$ cat src/rtl/mslope_pkg.sv
// Shared definitions for the multi-slope run-up controller: state codes,
// PWM mode enum and the run-up window helpers.
package mslope_pkg;

    localparam int PERIOD_DEF = 259;

    localparam logic [2:0] ST_IDLE    = 3'd0;
    localparam logic [2:0] ST_AZ      = 3'd1;
    localparam logic [2:0] ST_RUNUP   = 3'd2;
    localparam logic [2:0] ST_RUNDOWN = 3'd3;
    localparam logic [2:0] ST_DONE    = 3'd4;

    typedef enum logic {
        MODE_A = 1'b0,
        MODE_B = 1'b1
    } mode_e;

    // Mode A pulses a short balanced window around the period midpoint;
    // mode B holds the reference for all but two clocks at each end.
    function automatic int win_start(input mode_e mode, input int period);
        if (mode == MODE_B) return 2;
        return (period >> 1) - 2;
    endfunction

    function automatic int win_finish(input mode_e mode, input int period);
        if (mode == MODE_B) return period - 2;
        return (period >> 1) + 2;
    endfunction

endpackage

$ cat src/rtl/mslope_period_gen.sv
// Run-up period counter: owns pc, the end-of-period wrap strobe and the
// PWM window compare for the mode chosen by the controller.
module mslope_period_gen
    import mslope_pkg::*;
#(
    parameter int PERIOD = PERIOD_DEF
) (
    input  logic  clk,
    input  logic  rst,
    input  logic  run,
    input  mode_e mode,
    output logic  wrap,
    output logic  pwm
);

    localparam int              PC_W    = $clog2(PERIOD);
    localparam logic [PC_W-1:0] PC_LAST = PC_W'(PERIOD - 1);
    localparam logic [PC_W-1:0] A_LO    = PC_W'(win_start(MODE_A, PERIOD));
    localparam logic [PC_W-1:0] A_HI    = PC_W'(win_finish(MODE_A, PERIOD));
    localparam logic [PC_W-1:0] B_LO    = PC_W'(win_start(MODE_B, PERIOD));
    localparam logic [PC_W-1:0] B_HI    = PC_W'(win_finish(MODE_B, PERIOD));

    logic [PC_W-1:0] pc_q, pc_d;
    logic            in_a, in_b;

    // pc sits at 0 outside run-up so every conversion starts on a clean period.
    always_comb begin
        wrap = run && (pc_q == PC_LAST);
        pc_d = '0;
        if (run && !wrap) begin
            pc_d = pc_q + PC_W'(1);
        end
        in_a = (pc_q >= A_LO) && (pc_q < A_HI);
        in_b = (pc_q >= B_LO) && (pc_q < B_HI);
        pwm  = run && ((mode == MODE_B) ? in_b : in_a);
    end

    always_ff @(posedge clk or posedge rst) begin
        if (rst) begin
            pc_q <= '0;
        end else begin
            pc_q <= pc_d;
        end
    end

endmodule

$ cat src/rtl/mslope_runup_ctrl.sv
// Multi-slope conversion sequencer: optional auto-zero, NCYCLES run-up
// periods, timed run-down. Auto-zero is built only with MSLOPE_AUTOZERO_EN.
module mslope_runup_ctrl
    import mslope_pkg::*;
#(
    parameter int PERIOD  = PERIOD_DEF,
    parameter int NCYCLES = 1000,
    parameter int CNT_W   = 32,
    parameter int RD_MAX  = 1023,
    parameter int SETTLE  = 64
) (
    input  logic             clk,
    input  logic             rst,
    input  logic             start,
    input  logic             abort,
    input  logic             comp,
    output logic             busy,
    output logic             int_en,
    output logic             pwm,
    output logic             rd_pos,
    output logic             rd_neg,
    output logic             az,
    output logic [CNT_W-1:0] n_a,
    output logic [CNT_W-1:0] n_b,
    output logic [9:0]       rd_count,
    output logic             rd_pol,
    output logic             ov,
    output logic             done,
    output logic [2:0]       dbg_state
);

    localparam int               CYC_W    = $clog2(NCYCLES + 1);
    localparam logic [CYC_W-1:0] CYC_LAST = CYC_W'(NCYCLES - 1);
    localparam logic [9:0]       RD_LAST  = 10'(RD_MAX - 1);

    logic             comp_meta_q, comp_s_q;
    logic [2:0]       state_q, state_d;
    mode_e            mode_q, mode_d;
    logic [CYC_W-1:0] cyc_q, cyc_d;
    logic [CNT_W-1:0] n_a_q, n_a_d, n_b_q, n_b_d;
    logic [9:0]       rd_count_q, rd_count_d;
    logic             rd_pol_q, rd_pol_d;
    logic             ov_q, ov_d;
    logic             wrap;
`ifdef MSLOPE_AUTOZERO_EN
    localparam int              AZ_W    = $clog2(SETTLE + 1);
    localparam logic [AZ_W-1:0] AZ_LAST = AZ_W'(SETTLE - 1);
    logic [AZ_W-1:0]            az_cnt_q, az_cnt_d;
`endif

    // Handshake: start is accepted only in IDLE with abort low; done is a
    // one-cycle strobe without back-pressure, and n_a/n_b/rd_count/rd_pol/ov
    // stay valid from done until the next accepted start.
    always_comb begin
        state_d    = state_q;
        mode_d     = mode_q;
        cyc_d      = cyc_q;
        n_a_d      = n_a_q;
        n_b_d      = n_b_q;
        rd_count_d = rd_count_q;
        rd_pol_d   = rd_pol_q;
        ov_d       = ov_q;
`ifdef MSLOPE_AUTOZERO_EN
        az_cnt_d   = '0;
`endif
        case (state_q)
            ST_IDLE: begin
                if (start && !abort) begin
                    n_a_d      = '0;
                    n_b_d      = '0;
                    rd_count_d = '0;
                    ov_d       = 1'b0;
                    cyc_d      = '0;
                    mode_d     = mode_e'(comp_s_q);
`ifdef MSLOPE_AUTOZERO_EN
                    state_d    = ST_AZ;
`else
                    state_d    = ST_RUNUP;
`endif
                end
            end
`ifdef MSLOPE_AUTOZERO_EN
            ST_AZ: begin
                if (az_cnt_q == AZ_LAST) begin
                    state_d = ST_RUNUP;
                    mode_d  = mode_e'(comp_s_q);
                end else begin
                    az_cnt_d = az_cnt_q + AZ_W'(1);
                end
            end
`endif
            ST_RUNUP: begin
                if (wrap) begin
                    if (mode_q == MODE_B) n_b_d = n_b_q + CNT_W'(1);
                    else                  n_a_d = n_a_q + CNT_W'(1);
                    // Comparator at the last clock of a period picks the next period's mode.
                    mode_d = mode_e'(comp_s_q);
                    cyc_d  = cyc_q + CYC_W'(1);
                    if (cyc_q == CYC_LAST) begin
                        state_d  = ST_RUNDOWN;
                        rd_pol_d = comp_s_q;
                    end
                end
            end
            ST_RUNDOWN: begin
                rd_count_d = rd_count_q + 10'd1;
                if (comp_s_q != rd_pol_q) begin
                    state_d = ST_DONE;
                end else if (rd_count_q == RD_LAST) begin
                    state_d = ST_DONE;
                    ov_d    = 1'b1;
                end
            end
            ST_DONE: begin
                state_d = ST_IDLE;
            end
            default: begin
                state_d = ST_IDLE;
            end
        endcase
        if (abort && (state_q != ST_IDLE)) begin
            state_d = ST_IDLE;
        end
    end

    always_ff @(posedge clk or posedge rst) begin
        if (rst) begin
            comp_meta_q <= 1'b0;
            comp_s_q    <= 1'b0;
            state_q     <= ST_IDLE;
            mode_q      <= MODE_A;
            cyc_q       <= '0;
            n_a_q       <= '0;
            n_b_q       <= '0;
            rd_count_q  <= '0;
            rd_pol_q    <= 1'b0;
            ov_q        <= 1'b0;
`ifdef MSLOPE_AUTOZERO_EN
            az_cnt_q    <= '0;
`endif
        end else begin
            comp_meta_q <= comp;
            comp_s_q    <= comp_meta_q;
            state_q     <= state_d;
            mode_q      <= mode_d;
            cyc_q       <= cyc_d;
            n_a_q       <= n_a_d;
            n_b_q       <= n_b_d;
            rd_count_q  <= rd_count_d;
            rd_pol_q    <= rd_pol_d;
            ov_q        <= ov_d;
`ifdef MSLOPE_AUTOZERO_EN
            az_cnt_q    <= az_cnt_d;
`endif
        end
    end

    mslope_period_gen #(
        .PERIOD (PERIOD)
    ) u_period_gen (
        .clk  (clk),
        .rst  (rst),
        .run  (state_q == ST_RUNUP),
        .mode (mode_q),
        .wrap (wrap),
        .pwm  (pwm)
    );

    assign busy      = (state_q != ST_IDLE);
    assign int_en    = (state_q == ST_RUNUP);
    assign rd_pos    = (state_q == ST_RUNDOWN) && !rd_pol_q;
    assign rd_neg    = (state_q == ST_RUNDOWN) && rd_pol_q;
    assign done      = (state_q == ST_DONE);
    assign n_a       = n_a_q;
    assign n_b       = n_b_q;
    assign rd_count  = rd_count_q;
    assign rd_pol    = rd_pol_q;
    assign ov        = ov_q;
    assign dbg_state = state_q;
`ifdef MSLOPE_AUTOZERO_EN
    assign az        = (state_q == ST_AZ);
`else
    assign az        = 1'b0;
`endif

    param_ok: assert property (@(posedge clk)
        (PERIOD >= 8) && (SETTLE >= 1) && (64'(NCYCLES) < (64'd1 << CNT_W)));
    sum_ok: assert property (@(posedge clk) disable iff (rst)
        done |-> (({1'b0, n_a_q} + {1'b0, n_b_q}) == (CNT_W + 1)'(NCYCLES)));
    drive_excl: assert property (@(posedge clk) disable iff (rst)
        $onehot0({pwm, rd_pos, rd_neg, az}));

endmodule

$ cat config.mk
export PLATFORM = sky130hd
export DESIGN_NAME = mslope_runup_ctrl
export DESIGN_NICKNAME = d
export VERILOG_FILES = /design/src/rtl/mslope_pkg.sv /design/src/rtl/mslope_period_gen.sv /design/src/rtl/mslope_runup_ctrl.sv
export SDC_FILE = /design/constraint.sdc
export NUM_CORES = 1
export LEC_CHECK = 0
export CORE_ASPECT_RATIO = 1.5
export CORE_UTILIZATION = 55
export DETAILED_ROUTE_END_ITERATION = 10
export PLACE_DENSITY = 0.83
export SYNTH_ARGS = -nofsm -noshare
export SYNTH_HDL_FRONTEND = slang
export SYNTH_SLANG_ARGS = --single-unit
export TNS_END_PERCENT = 100
$ cat constraint.sdc
create_clock -name clk -period 4.6 [get_ports clk]
set_input_delay 0.69 -clock clk [delete_from_list [all_inputs] [get_ports clk]]
set_output_delay 0.69 -clock clk [all_outputs]
set_load 0.005 [all_outputs]
-- Yosys cells after proc, flatten, opt, wreduce, memory -nomap -nowiden
Cells that the tools add are included.
- add/subtract/negate cells: 5
- magnitude comparators: 4
- eq/ne operators: 17
- muxes and demuxes: 27
- reduce and logical (&&, ||, !) cells: 23
- operators with widths (kind ; number):
    2-to-1 mux 32 bit ; 5
    one-hot mux 32 bit (2 select lines) ; 2
    adder 32 x 1 -> 32 bit, second input constant ; 2
    one-hot mux 10 bit (2 select lines) ; 2
    adder 10 x 1 -> 10 bit, second input constant ; 2
    == test 10 bit, second input constant ; 2
    2-to-1 mux 10 bit ; 2
    2-to-1 mux 3 bit ; 6
    AND reduction 4 bit ; 4
    inequality test 2 bit, second input constant ; 6
    adder 9 x 1 -> 9 bit, second input constant ; 1
    == test 9 bit, second input constant ; 1
    >= comparator 9 x 2 -> 1 bit, second input constant ; 1
    >= comparator 9 x 7 -> 1 bit, second input constant ; 1
    logical AND 1 bit ; 9
    < comparator 9 x 8 -> 1 bit, second input constant ; 1
    < comparator 9 bit, second input constant ; 1
    2-to-1 mux 9 bit ; 1
    inequality test 3 bit, second input constant ; 3
    one-hot mux 3 bit (3 select lines) ; 1
    == test 3 x 2 -> 1 bit, second input constant ; 2
    2-to-1 mux 1 bit ; 6
    AND reduction 3 bit ; 2
    inequality test 4 bit, second input constant ; 1
    other kinds (8) ; 12
- register bits: 101
- output and inout port bits: 86

-- Longest topological paths before layout
Gate-level depths: netlist (run 1).
- depth in word-level cells: 5
- depth in mapped cells: 10
- gate-level depth less buffers: 8

-- Cells and area by module
A second synthesis (run 1) with hierarchy kept.
- cell total of the unflattened synthesis: 552
- area total of the unflattened synthesis: 5153.7 µm²
- by module, submodules not included (module ; times used ; cells an instance ; area an instance (µm²) ; seq. area each (µm²)):
    mslope_runup_ctrl ; 1 ; 495 ; 4620.7 ; 2302.2
    mslope_period_gen ; 1 ; 57 ; 533.0 ; 225.2

-- Worst setup path before layout (run 1)
Ideal clock, no wire load.
- path type: register to register
- start point: register u_period_gen.pc_q[0]
- end point: register n_b_q[31] (netlist: n_b[31])
- library setup time: 79 ps
- arrival: 2705 ps
- data required time: 4521 ps
- slack: 1817 ps
- cell stages (with the launch flop): 11
- buffers on the path: 2
- period minus slack after synthesis: 2783 ps
- cells stage by stage: dfrtp_1 > inv_1 > ha_1 > or4b_1 > clkbuf_1 > nor2_1 > a32oi_2 > or4_4 > buf_6 > or3_1 > a21oi_1
- cells in the longest elaborated chain, start to end: 4
- RTL lines (item ; RTL line ; source):
    from (decl) ; mslope_period_gen.sv:23 ; logic [PC_W-1:0] pc_q, pc_d;
    from (signal assigned) ; mslope_period_gen.sv:42 ; pc_q <= pc_d;
    == test 9 bit ; mslope_period_gen.sv:28 ; wrap = run && (pc_q == PC_LAST);
    logical AND 1 bit ; mslope_period_gen.sv:28 ;
    inequality test 2 bit (no line) ; - ;
    AND reduction 4 bit (no line) ; - ;
    to (signal assigned) ; mslope_runup_ctrl.sv:148 ; n_b_q <= n_b_d;
    to (decl) ; mslope_runup_ctrl.sv:40 ; logic [CNT_W-1:0] n_a_q, n_a_d, n_b_q, n_b_d;
No other way between the ends.
A chain may end at the register's enable or synchronous reset.

-- Worst setup path in the final report (run 1)
- start point: register u_period_gen.pc_q[5]
- end point: output port pwm
- cells in the longest elaborated chain, start to end: 4
- RTL lines (item ; RTL line ; source):
    >= comparator 9 x 7 -> 1 bit, or another cell as far along ; mslope_period_gen.sv:33 ; in_a = (pc_q >= A_LO) && (pc_q < A_HI);
    logical AND 1 bit, on equally long branches ; mslope_period_gen.sv:33, mslope_period_gen.sv:34 ;
    2-to-1 mux 1 bit (*) ; mslope_period_gen.sv:35 ; pwm = run && ((mode == MODE_B) ? in_b : in_a);
    logical AND 1 bit (*) ; mslope_period_gen.sv:35 ;
    to (decl) ; mslope_runup_ctrl.sv:19 ; output logic pwm,
Every way passes the cells marked *; elsewhere a longest branch is shown, timed or not.

==> out/qor.txt, run 1 <==
status = complete, no violations
wl on met1 = 4.587 mm
Mapped Cells = 530
worst skew pair latency = 340 ps
Synth Area in Compound Gates = 7.435%
Worst Setup End Kind = output pin
CP required = 3910 ps
Final Hold Viols = 0
I/O Pins = 91
ys flop type = dfrtp_1
# H-tree levels = 3
number of buffers added on ports = 89
Post-Syn Area = 5082 sq um
Worst Slack Setup Final = 1472 ps
fraction of layout cells with a size suffix above 1 = 4.886%
clock transition at the registers of the reported paths = 60 ps
post-synthesis average cell area = 9.589 sq um
clk root buf = clkbuf_16
slowest CP cell = clkdlybuf4s50_1
Peak supply drop = 218.3 uV
largest family of logic cells by synthesized area = simple AND/OR/NAND/NOR gates
Final setup violation count = 0
count leader, synth = dfrtp_1
synth warn = 0
n_diodes = 0
CP Launch Type = register
Synthesized Nets = 542
count of cell types in the netlist = 51
DR vias = 4200
Starting Density = 57.23%
Worst R2R Start = u_period_gen.pc_q[0]
Detailed Route WL = 11.24 mm
max_cap viols = 0
Setup crit start = u_period_gen.pc_q[5]
Final period util = 68.01%
total global routing overflow = 0
Routed WL per cell = 15.52 um
Layout Cell Area excl Fill = 6309 sq um
CORE AREA = 8881 sq um
post-synth top area cell = dfrtp_1
top cells by count, synth = 101 x dfrtp_1, 86 x nor2_1, 46 x xor2_1
postcts setup bufs = 0
final net count = 623
sequential area share after synthesis = 49.73%
post-synthesis mux area share = 0.8616%
DR WL met2 = 6.002 mm
fin. max-slew vios = 0
Critical Path AT = 2440 ps
Post-Synth XOR/XNOR Area = 11.37%
clock sink count = 101
share of the synthesized area in the top cell type = 49.73%
Critical path buffers and inverters = 1
Placed Cells = 710
RSZ-0062 raised after global routing = false
Final Critical Period = 3128 ps
final antenna-violating net count = 0
WL met3 = 400 um
async set-reset flop share out of synthesis = 100.0%
crit path max fanout = 5
total power = 0.001670 W
Final HPWL DP = 7.722 mm
Post-Place Cell Area = 6042 sq um
Die Span Y = 119.7 um
drt drc = 0
total CTS buffers = 9
CP Cell Sequence = or4_1, nor2_1, a31oi_1, o41ai_1, clkdlybuf4s50_1
FMAX = 319.7 MHz
Least-Margin Pin Slew = 906.7 ps
initial DRC count = 253
Placer Congestion = 0.8710
Layout Cells excl Fill = 724
CTS max path bufs = 2
CP peak stage delay = 570 ps
largest net degree at the start of global routing = 76
pre-CTS setup slack = 1308 ps
Synth Area in Adders = 1.723%
Die ar. = 9637 sq um
Power Density = 264.7 nW/um^2
DR top layer = met4
Post-Synth Simple-Gate Area = 25.97%
Die W = 80.49 um
Total GRT Usage = 25.61%
drt pass-1 iters = 4
Synth area leaders = dfrtp_1 50%, xor2_1 7.9%, nor2_1 6.4%
FF+latch count, synth = 101
CP Class = register to output pin
number of global-route vias before repair = 4174
CTS tree = built
Area Growth Syn to Fin = 24.13%
CTS Hold Bufs = 0
critical path's top delay family = simple AND/OR/NAND/NOR gates
CTS resizes = 0
Hold Crit Start = comp_meta_q
global-route wire length before repair = 19.17 mm
max_slew headroom = 39.55%
via/cell ratio = 5.801
antenna violations before repair = 0
leak pwr = 2.678 nW
setup tns final = 0 ps
Post-synth EDFFs = 0
# rows = 42
Setup Skew = 8.090 ps
HP Class = register to register
==> cell type report <==
cell class | count | area [sq um]
tap | 110 | 137.6
sequential | 101 | 2527
clock inverter | 2 | 10.01
multi-input combinational | 395 | 2416
clock buffer | 12 | 256.5
fill | 673 | 2572
inverter | 12 | 47.55
timing repair buffer | 92 | 913.4
==> layer usage <==
| metal | vias to the layer above | GRT usage, % |
|---|---|---|
| met5 | - | 0 |
| met4 | 0 | 10.71 |
| li1 | 2010 | - |
| met3 | 21 | 4.943 |
| met2 | 109 | 43.75 |
| met1 | 2060 | 31.02 |
==> power breakdown <==
group | total [W] | internal, W | leakage (nW) | switching, W
Sequential | 0.000905 | 0.000894 | 1.40 | 0.0000114
Clock | 0.000693 | 0.000389 | 0.134 | 0.000304
Combinational | 0.0000719 | 0.0000207 | 1.14 | 0.0000511
Total | 0.00167 | 0.00130 | 2.68 | 0.000367
==> worst paths after layout <==
| kind | to | slack, ps | cells past startpoint |
|---|---|---|---|
| max in group asynchronous | n_b[31] | 2800 | 3 |
| min in group asynchronous | rd_count[0] | 910 | 2 |
| setup / recovery | pwm | 1470 | 5 |
| setup reg to reg | n_b[31] | 1510 | 8 |
| hold reg to reg | comp_s_q | 350 | 0 |
| hold / removal | comp_s_q | 350 | 0 |
==> flip-flops by register name, indices dropped and copies added, names as in the netlist, 3 cells and up <==
| signal | flops |
|---|---|
| cyc_q | 10 |
| n_a | 32 |
| u_period_gen.pc_q | 9 |
| rd_count | 10 |
| dbg_state | 3 |
| n_b | 32 |
==> stage by stage <==
step	hold WS [ps]	util, %
floorplan	331.2	-
global placement	335.3	68.03
detailed placement	337.9	68.03
CTS	352.0	71.03
global route	368.2	71.03
finish	350.1	71.03
==> logic make-up after synthesis <==
logic type               after synthesis
AO/OA/AOI/OAI                         57
XOR/XNOR                              66
adder cells (fa/ha/maj)                7
buffers and inverters                 34
flip-flops                           101
multiplexers                           4
other                                  1
AND/OR/NAND/NOR                      260
==> cells in the final DEF, fill, tap and decap left out, drive strengths merged, types with 7 or more instances in the layout <==
cell type	instances
nand4	26
or3	11
xnor2	20
and3	12
xor2	46
nand3	41
ha	7
o21ai	24
and4	7
nor2	87
a21oi	15
nand2	41
dfrtp	101
clkbuf	12
clkdlybuf4s50	89
inv	11
(Power assumes the default switching activity.)
==> inputs of run 2 (changes only) <==
- CORE_UTILIZATION: 55 -> 53
- PLACE_DENSITY: 0.83 -> 0.8
- clock period: 4.6 -> 3.2 ns (I/O delays scaled with it)
==> out/qor.txt, run 2 (synthesized netlist as in run 1, its figures left out) <==
status = complete, no violations
Final setup violation count = 0
Starting Density = 54.92%
Worst Setup End Kind = register
critical path's top delay family = simple AND/OR/NAND/NOR gates
cell-internal power = 0.002046 W
Total GRT Usage = 23.99%
slowest CP cell = or4_1
Final period util = 93.58%
FMAX = 333.9 MHz
max_slew headroom = 41.55%
Die Span Y = 121.9 um
final net count = 626
CP Cell Sequence = inv_1, ha_1, or4b_1, or4_1, a21oi_4, nand4_1, or3_1, a21oi_1
leak pwr = 2.718 nW
Peak supply drop = 339.1 uV
Placer Congestion = 0.9315
fin. max-slew vios = 0
total global routing overflow = 0
CP peak stage delay = 610 ps
CTS tree = built
Gate power share = 4.2%
pre-CTS setup slack = 228.2 ps
postcts setup bufs = 0
drt drc = 0
Final Hold Viols = 0
Critical Path AT = 3240 ps
I/O Pins = 91
fraction of layout cells with a size suffix above 1 = 5.493%
Routed WL per cell = 15.16 um
CTS resizes = 0
Die W = 81.96 um
CP Class = register to register
total CTS buffers = 9
n_diodes = 0
Setup Skew = 3.485 ps
HP Class = register to register
CTS Hold Bufs = 0
Psw = 0.0005285 W
clk root buf = clkbuf_16
CTS max path bufs = 2
RSZ-0062 raised after global routing = false
antenna violations before repair = 0
DR vias = 4184
largest net degree at the start of global routing = 73
number of global-route vias before repair = 3949
global-route wire length before repair = 18.46 mm
most frequent cells in the layout = 101 x dfrtp_1, 89 x clkdlybuf4s50_1, 86 x nor2_1
total power = 0.002574 W
drt pass-1 iters = 4
# rows = 43
initial DRC count = 227
clock transition at the registers of the reported paths = 60 ps
Detailed Route WL = 11.08 mm
Die ar. = 9993 sq um
sw frac = 20.53%
Critical path buffers and inverters = 1
Power Density = 401.7 nW/um^2
clock sink count = 101
crit path max fanout = 8
Seq pwr share = 50.5%
most common cell after layout, fill and taps aside = dfrtp_1
Final Critical Period = 2994 ps
worst skew pair latency = 340 ps
CP Launch Type = register
# H-tree levels = 3
number of buffers added on ports = 89
via/cell ratio = 5.724
CORE AREA = 9254 sq um
Clk network pwr share = 45.3%
CP required = 3450 ps
post-route core utilization = 69.24%
max_cap viols = 0
Worst Slack Setup Final = 205.5 ps
Least-Margin Pin Slew = 876.7 ps
Final HPWL DP = 7.663 mm
final antenna-violating net count = 0
setup tns final = 0 ps
Area Growth Syn to Fin = 26.07%
-- run 2: cell types whose count changed in the layout (fill, tap and decap cells not counted), sizes merged --
cell      previous run  this run
clkbuf              12        13
bufinv               0         2
clkinv               3         1
buf                  3         6
clkinvlp             0         1
-- run 2: path summary, 6_finish.rpt --
path	from	end	slack, ps	cells past startpoint
min in group asynchronous	rst	n_b[16]	690	2
worst max register to register	u_period_gen.pc_q[0]	n_a[30]	210	8
worst min register to register	comp_meta_q	comp_s_q	360	0
worst min-delay path	comp_meta_q	comp_s_q	360	0
max in group asynchronous	rst	n_a[6]	1840	3
worst max-delay path	u_period_gen.pc_q[0]	n_a[30]	210	8
-- run 2: cell type report --
class	instances	area, sq um
clock buffers	13	260.3
clock inverters	3	67.56
fillers	708	2846
inverters	12	47.55
multi-input cells	395	2416
flip-flops and latches	101	2527
well taps	112	140.1
repair buffers	95	948.4
-- run 2: layer usage --
metal / GRT usage (%) / vias to the layer above / wire length, um / part of all wire, %
met5: 0 / - / 0 / 0
met4: 7.456 / 0 / 113 / 1.0
met3: 4.419 / 10 / 426 / 3.8
met2: 41.32 / 86 / 5797 / 52
met1: 29.93 / 2081 / 4743 / 43
li1: - / 2007 / - / -
-- run 2: power by group through the flow --
stage          clock [W]  sequential, W  combinational [W]
3_5_place_dp           0        0.00132           0.000109
3_3_place_gp           0        0.00132           0.000107
5_1_grt          0.00124        0.00130           0.000120
4_1_cts          0.00119        0.00130           0.000110
6_report         0.00117        0.00130           0.000107
2_1_floorplan          0        0.00132          0.0000763
-- run 2: stage by stage --
stage | instance area [sq um] | std cells | hold slack [ps]
floorplan | 5082 | 530 | 331.2
global placement | 6080 | 715 | 331.9
detailed placement | 6080 | 715 | 342.7
CTS | 6407 | 731 | 361.8
global route | 6407 | 731 | 362.0
finish | 6407 | 731 | 363.2
